<file path="src/rtl/alu_seq_pkg.sv">
// Shared opcode and FSM encodings for the sequential ALU and its multiply core.
package alu_seq_pkg;

    localparam int OPW = 3;

    localparam logic [OPW-1:0] OP_ADD = 3'd0;
    localparam logic [OPW-1:0] OP_SUB = 3'd1;
    localparam logic [OPW-1:0] OP_AND = 3'd2;
    localparam logic [OPW-1:0] OP_OR  = 3'd3;
    localparam logic [OPW-1:0] OP_XOR = 3'd4;
    localparam logic [OPW-1:0] OP_SHL = 3'd5;
    localparam logic [OPW-1:0] OP_SHR = 3'd6;
    localparam logic [OPW-1:0] OP_MUL = 3'd7;

    typedef enum logic [1:0] {
        ST_IDLE = 2'd0,
        ST_BUSY = 2'd1,
        ST_DONE = 2'd2
    } state_e;

endpackage

</file>
<file path="src/rtl/alu_mul_seq.sv">
// Shift-add multiply core: start loads operands, WIDTH right-shift iterations,
// then a one-cycle done pulse with the 2*WIDTH product held in product.
module alu_mul_seq #(
    parameter int WIDTH = 4
) (
    input  logic               clk,
    input  logic               rst,
    input  logic               start,
    input  logic [WIDTH-1:0]   a,
    input  logic [WIDTH-1:0]   b,
    output logic               done,
    output logic [2*WIDTH-1:0] product
);

    localparam int CW = $clog2(WIDTH + 1);

    logic [WIDTH-1:0]   mcand_q, mcand_d;
    logic [2*WIDTH-1:0] prod_q, prod_d;
    logic [CW-1:0]      cnt_q, cnt_d;
    logic               busy_q, busy_d;
    logic               done_q, done_d;
    logic [WIDTH:0]     acc;

    // Upper half accumulates the multiplicand when the current multiplier LSB is set;
    // the extra bit is the carry that shifts down into the product on this iteration.
    assign acc = {1'b0, prod_q[2*WIDTH-1:WIDTH]} + {1'b0, (prod_q[0] ? mcand_q : {WIDTH{1'b0}})};

    always_comb begin
        mcand_d = mcand_q;
        prod_d  = prod_q;
        cnt_d   = cnt_q;
        busy_d  = busy_q;
        done_d  = 1'b0;
        if (start) begin
            mcand_d = a;
            prod_d  = {{WIDTH{1'b0}}, b};
            cnt_d   = CW'(WIDTH);
            busy_d  = 1'b1;
        end else if (busy_q) begin
            prod_d = {acc, prod_q[WIDTH-1:1]};
            cnt_d  = cnt_q - CW'(1);
            if (cnt_q == CW'(1)) begin
                busy_d = 1'b0;
                done_d = 1'b1;
            end
        end
    end

    always_ff @(posedge clk or posedge rst) begin
        if (rst) begin
            mcand_q <= '0;
            prod_q  <= '0;
            cnt_q   <= '0;
            busy_q  <= 1'b0;
            done_q  <= 1'b0;
        end else begin
            mcand_q <= mcand_d;
            prod_q  <= prod_d;
            cnt_q   <= cnt_d;
            busy_q  <= busy_d;
            done_q  <= done_d;
        end
    end

    assign done    = done_q;
    assign product = prod_q;

endmodule

</file>
<file path="src/rtl/alu_seq.sv">
// Clocked WIDTH-bit ALU with valid/ready on both sides, one operation in flight.
// Macro ALU_SEQ_MUL_EN builds the multi-cycle multiplier; otherwise opcode 7 yields zero.
module alu_seq
    import alu_seq_pkg::*;
#(
    parameter int WIDTH = 4
) (
    input  logic             clk,
    input  logic             rst,
    input  logic [OPW-1:0]   S,
    input  logic [WIDTH-1:0] A,
    input  logic [WIDTH-1:0] B,
    input  logic             in_valid,
    output logic             in_ready,
    output logic             out_valid,
    input  logic             out_ready,
    output logic [WIDTH-1:0] C,
    output logic             C0,
    output logic             ZF,
    output logic [WIDTH-1:0] HI
);

    state_e           state_q, state_d;
    logic [WIDTH-1:0] c_q, c_d;
    logic             c0_q, c0_d;
    logic             zf_q, zf_d;
    logic             accept;
    logic [WIDTH-1:0] alu_c;
    logic             alu_c0;
    logic [WIDTH:0]   sum, diff;

    assign in_ready = (state_q == ST_IDLE) && !rst;
    assign accept   = in_valid && in_ready;

    // Borrow of the subtraction falls out as the top bit of the zero-extended difference.
    assign sum  = {1'b0, A} + {1'b0, B};
    assign diff = {1'b0, A} - {1'b0, B};

    always_comb begin
        alu_c  = '0;
        alu_c0 = 1'b0;
        case (S)
            OP_ADD: begin alu_c = sum[WIDTH-1:0];  alu_c0 = sum[WIDTH];  end
            OP_SUB: begin alu_c = diff[WIDTH-1:0]; alu_c0 = diff[WIDTH]; end
            OP_AND: alu_c = A & B;
            OP_OR:  alu_c = A | B;
            OP_XOR: alu_c = A ^ B;
            OP_SHL: begin alu_c = {A[WIDTH-2:0], 1'b0}; alu_c0 = A[WIDTH-1]; end
            OP_SHR: begin alu_c = {1'b0, A[WIDTH-1:1]}; alu_c0 = A[0];       end
            default: begin alu_c = '0; alu_c0 = 1'b0; end
        endcase
    end

`ifdef ALU_SEQ_MUL_EN
    logic [WIDTH-1:0]   hi_q, hi_d;
    logic [2*WIDTH-1:0] mul_prod;
    logic               mul_done;
    logic               mul_start;

    assign mul_start = accept && (S == OP_MUL);

    alu_mul_seq #(.WIDTH(WIDTH)) u_mul (
        .clk     (clk),
        .rst     (rst),
        .start   (mul_start),
        .a       (A),
        .b       (B),
        .done    (mul_done),
        .product (mul_prod)
    );
`endif

    always_comb begin
        state_d = state_q;
        c_d     = c_q;
        c0_d    = c0_q;
        zf_d    = zf_q;
`ifdef ALU_SEQ_MUL_EN
        hi_d    = hi_q;
`endif
        case (state_q)
            ST_IDLE: begin
                if (accept) begin
`ifdef ALU_SEQ_MUL_EN
                    if (S == OP_MUL) begin
                        state_d = ST_BUSY;
                    end else begin
                        state_d = ST_DONE;
                        c_d     = alu_c;
                        c0_d    = alu_c0;
                        zf_d    = (alu_c == '0);
                        hi_d    = '0;
                    end
`else
                    state_d = ST_DONE;
                    c_d     = alu_c;
                    c0_d    = alu_c0;
                    zf_d    = (alu_c == '0);
`endif
                end
            end
            ST_BUSY: begin
`ifdef ALU_SEQ_MUL_EN
                if (mul_done) begin
                    state_d = ST_DONE;
                    c_d     = mul_prod[WIDTH-1:0];
                    hi_d    = mul_prod[2*WIDTH-1:WIDTH];
                    c0_d    = |mul_prod[2*WIDTH-1:WIDTH];
                    zf_d    = (mul_prod[WIDTH-1:0] == '0);
                end
`else
                state_d = ST_IDLE;
`endif
            end
            ST_DONE: begin
                if (out_ready) state_d = ST_IDLE;
            end
            default: state_d = ST_IDLE;
        endcase
    end

    always_ff @(posedge clk or posedge rst) begin
        if (rst) begin
            state_q <= ST_IDLE;
            c_q     <= '0;
            c0_q    <= 1'b0;
            zf_q    <= 1'b0;
`ifdef ALU_SEQ_MUL_EN
            hi_q    <= '0;
`endif
        end else begin
            state_q <= state_d;
            c_q     <= c_d;
            c0_q    <= c0_d;
            zf_q    <= zf_d;
`ifdef ALU_SEQ_MUL_EN
            hi_q    <= hi_d;
`endif
        end
    end

    assign out_valid = (state_q == ST_DONE);
    assign C         = c_q;
    assign C0        = c0_q;
    assign ZF        = zf_q;
`ifdef ALU_SEQ_MUL_EN
    assign HI        = hi_q;
`else
    assign HI        = '0;
`endif

endmodule

</file>
<file path="config.mk">
export PLATFORM = sky130hd
export DESIGN_NAME = alu_seq
export DESIGN_NICKNAME = d
export VERILOG_FILES = /design/src/rtl/alu_seq_pkg.sv /design/src/rtl/alu_mul_seq.sv /design/src/rtl/alu_seq.sv
export SDC_FILE = /design/constraint.sdc
export NUM_CORES = 1
export LEC_CHECK = 0
export CORE_MARGIN = 3
export CORE_UTILIZATION = 47
export CTS_CLUSTER_SIZE = 12
export DETAILED_ROUTE_END_ITERATION = 8
export PLACE_DENSITY = 0.8
export SLEW_MARGIN = 30
export SYNTH_ARGS = -nofsm -noshare
export SYNTH_HDL_FRONTEND = slang
export SYNTH_SLANG_ARGS = --single-unit
</file>
<file path="constraint.sdc">
create_clock -name clk -period 1.8 [get_ports clk]
set_input_delay 0.36 -clock clk [delete_from_list [all_inputs] [get_ports clk]]
set_output_delay 0.36 -clock clk [all_outputs]
set_load 0.01 [all_outputs]
</file>
Yosys cells after proc, flatten, opt, wreduce, memory -nomap -nowiden
Cells that the tools add are included.

storage, ports and cells
  register bits after elaboration = 8
  input port bits = 15
  output and inout bits = 12
  logic and storage cells = 31

cells by class
  $add $sub $neg = 2
  eq/ne operators = 9
  multiplexer cells = 5
  bitwise gates (word level) = 3
  reductions and logical operators = 8

operators with widths
  kind                count
  $pmux 4 s7          1
  $eq 3x3->1 const B  3
  $eq 3x2->1 const B  2
  $add 4x4->5         1
  $sub 4x4->5         1
  $and 4x4->4         1
  $logic_not 4->1     1
  $mux 2              2
  $or 4x4->4          1
  $pmux 1 s4          1
  $pmux 2 s2          1
  $reduce_and 2->1    2
  $xor 4x4->4         1
  $eq 3x1->1 const B  1
  $logic_not 3->1     1
  $eq 2x2->1 const B  1
  $logic_and 1x1->1   2
  $logic_not 2->1     1
  $ne 2x1->1 const B  1
  $ne 2x2->1 const B  1
  $logic_not 1->1     1

Longest topological paths before layout
  depth after elaboration = 5
  gate-level depth with buffers = 8

Least setup slack after synthesis
Ideal clock, no wire load.

  kind = in2reg
  from = input A[0]
  to = register zf_q, in the netlist ZF
  setup time = 104 ps
  arrival = 1847 ps
  slack = -150 ps
  stages = 7
  buffers on the path = 0
  cell sequence = inv_1 -> ha_1 -> fa_1 -> xnor2_1 -> o21ai_1 -> a221o_1 -> o41ai_2

on the way
  longest elaborated chain between the ends = 3
  elaborated cells between the ends (all ways) = 7
  classes of those cells = add/sub: 2; mux: 1; bitwise: 3; reduce/logical: 1

ends and longest elaborated chain
  element                                    line            source
  start, declared                            alu_seq.sv:11   input logic [WIDTH-1:0] A,
  $sub 4x4->5, or another cell as far along  alu_seq.sv:37   assign diff = {1'b0, A} - {1'b0, B};
  $pmux 4 s7 (*)                             alu_seq.sv:42   case (S)
  $logic_not 4->1 (*)                        alu_seq.sv:98   zf_d = (alu_c == '0);
  end signal, assigned                       alu_seq.sv:135  zf_q <= zf_d;
  end, declared                              alu_seq.sv:26   logic zf_q, zf_d;

Mark *: on every way between the ends. The rest lies on a longest branch, timed or not.
A chain may end at the register's enable or synchronous reset.

Worst setup path in the final report
  from = input B[1]
  to = register zf_q, in the netlist ZF

on the way
  longest elaborated chain between the ends = 3
  elaborated cells between the ends (all ways) = 7
  classes of those cells = add/sub: 2; mux: 1; bitwise: 3; reduce/logical: 1

ends and longest elaborated chain
  element                                    line           source
  start, declared                            alu_seq.sv:12  input logic [WIDTH-1:0] B,
  $sub 4x4->5, or another cell as far along  alu_seq.sv:37
  $pmux 4 s7 (*)                             alu_seq.sv:42
  $logic_not 4->1 (*)                        alu_seq.sv:98

Marked as above.

==> results.yml <==
worst_hold_path:
  hold_class: "in2async"
logic_synthesis:
  ys_types: 37
  synth_edf_count: 0
  syn_area_um2: 906
  synth.area.top_cells: "dfrtp_1 19%, ha_1 17%, inv_1 5.0%, fa_1 4.4%, nand2_1 4.1%"
  post-synth-top-area-cell: "dfrtp_1"
  synth_top_cell_area_share_pct: 19.3
  synth.avg_cell_area_um2: 8.71
  ys_seq_area_share_pct: 19.3
  ys.flop_type: "dfrtp_1"
  yosysWarningCount: 0
  ys_ff_latch: 7
  synthCells: 104
  async_reset_ff_share_pct: 100
floorplanning:
  die_w_um: 49.9
  io-pin-count: 27
  core_mm2: 0.00176
  rows: 15
  initial_utilization_pct: 51.3
  die_area_mm2: 0.00249
  die_h_um: 49.9
sta:
  finalClockSkew_ns: 0.00409
  finalHoldViolCount: 0
  min_period_ns: 1.73
  final_max_slew_viol_count: 0
  setup_viol: 0
  period_share_pct: 96.0
  max_freq_mhz: 579
  hold-worst-slack_ns: 0.393
layout:
  syn_to_final_growth_pct: 61.6
  finalNonFillerCells: 176
  antenna_cells: 0
  fin_nets: 181
  fin_util_pct: 83.0
  drive_gt1_share_pct: 44.4
worst_setup_path:
  cp-end-kind: "register"
  crit_required_ns: 1.95
  critPathKind: "in2reg"
  critical_path_arrival_ns: 1.88
  critPathMaxFanout: 3
  startpoint_type: "primary input"
power:
  power_mw: 0.782
  ir_worst_vdd_mv: 0.677
  power_density_mw_per_mm2: 534
  p_leak_nw: 0.710
routing:
  drt_wl_total_mm: 2.48
  drtPass1Iterations: 4
  avgViaCountPerCell: 5.18
  drt_iter0_markers: 16
  postRouteAntennaNets: 0
  via_count: 912
  avgRoutedWirePerCell_um: 14.1
  drc: 0
clocking:
  cts_buffers: 3
  root_buffer: "clkbuf_4"
  cts_tree: "built"
  htreeDepth: 1
  hold_buffers: 0
  clk_pin_slew_ns: 0.06
  insertion_delay_ns: 0.25
  clock-sinks: 7
  clockBufferDepth: 2
placement:
  hpwl_mm: 1.87
  place.gp.congestion: 0.901
  placed_cells: 171
  port_buffers: 22
global_routing:
  grt_max_degree: 11
  gr-usage-all-layers_pct: 21.3
  grt_pass1_wl_mm: 4.09
  gr-total-overflow: 0
  antenna_found_initial: 0
  grt_pass1_vias: 932
run:
  max-cap-violations: 0
run_status:
  status: "finished clean"
-- registers in the layout, indices dropped and copies added (netlist names) --
register and cells:
C 4, C0 1, ZF 1, state_q 1
-- stage by stage --
stage,setup TNS [ns],worst slack [ns],cell area (um2)
floorplan,0,0.00100,922
global placement,-2.91,-0.587,1300
detailed placement,-3.19,-0.621,1300
CTS,0,0.00538,1420
global route,-0.00402,-0.00402,1460
finish,0,0.0728,1460
-- layer usage --
layer  track usage [%]  share of wire [%]  up-vias
met1              25.4                 42      442
met5                 0                  0        -
li1                  -                  -      448
met3              6.04                3.3        4
met2              37.4                 54       18
met4              4.61               0.85        0
-- critical path, stage by stage --
cell	delay, ns
clkdlybuf4s15_2	0.20
buf_6	0.13
ha_1	0.18
a21o_1	0.17
a21oi_2	0.18
xor2_2	0.18
o221ai_2	0.16
o41ai_2	0.32
-- synth_stat cells (2+ instances only) --
library cell   n
o22ai_1        2
buf_6          2
xnor2_1        3
nand3b_1       2
a221o_1        2
nand2_1       10
dfrtp_1        7
ha_1          12
nor2_1         2
a21oi_1        4
buf_2          2
nor2_2         2
nand2b_1       4
o21a_1         2
mux2_2         3
o21ai_0        3
o21ai_1        3
o22a_1         2
fa_1           2
inv_1         12
mux2i_1        3
buf_4          4
a21o_1         2
-- cells by family (layout without fill, tap and decap cells) --
group	after synthesis	in the layout	share of synthesized area, %
DFF	7	7	19.3
other	1	4	0.414
and+or+nand+nor	22	22	12.2
muxes	7	7	8.29
AOI/OAI and AO/OA	28	28	22.2
xor gates and xnor gates	4	4	3.87
adders and majority gates	14	14	21.0
buffers and inverters	21	65	12.7
-- power breakdown --
group	leakage, nW	internal [mW]	total [mW]	switching [mW]
Sequential	0.0864	0.192	0.211	0.0189
Clock	0.0150	0.0848	0.146	0.0609
Combinational	0.608	0.236	0.426	0.190
Total	0.710	0.512	0.782	0.269
-- placed cells by master, fill, tap and decap left out, types with 2 or more instances in the layout --
cell	n
buf_4	25
clkdlybuf4s50_1	11
nand2_1	10
dfrtp_1	7
inv_2	7
ha_1	6
inv_1	5
ha_4	5
conb_1	4
dlygate4sd2_1	4
xnor2_2	3
mux2i_1	3
nand2b_1	3
o21ai_2	3
mux2_2	3
clkbuf_4	3
dlymetal6s2s_1	3
buf_6	3
nor2_2	2
o21ai_1	2
o22ai_1	2
a221o_1	2
o21a_1	2
o21ai_0	2
a21o_1	2
a21oi_2	2
o22a_1	2
nand3b_1	2
a21oi_1	2
nor2_1	2
fa_2	2
buf_2	2
-- final cells by class --
type | instances | area, um2
Multi-Input combinational cell | 79 | 761
Timing Repair Buffer | 49 | 425
Fill cell | 114 | 300
Sequential cell | 7 | 175
Inverter | 12 | 45.0
Tap cell | 25 | 31.3
Clock buffer | 4 | 26.3
-- timing repair --
item / CTS / global route
setup endpoints to repair: 6 / 3
setup buffers: 2 / 0
resized for setup: 42 / 12
pin swaps: 13 / 4
gates cloned: 0 / 0
-- final timing paths --
| kind | from | end | slack, ns | cells after the start |
|---|---|---|---|---|
| max | B[1] | ZF | 0.07 | 8 |
| min | rst | ZF | 0.39 | 2 |
| max reg2reg | state_q[1] | ZF | 0.41 | 5 |
| min reg2reg | C0 | C0 | 0.49 | 1 |
| max in group asynchronous | rst | C0 | 1.19 | 2 |
| min in group clk | C0 | C0 | 0.49 | 1 |
Note: power is estimated with default switching activity, not from simulation.
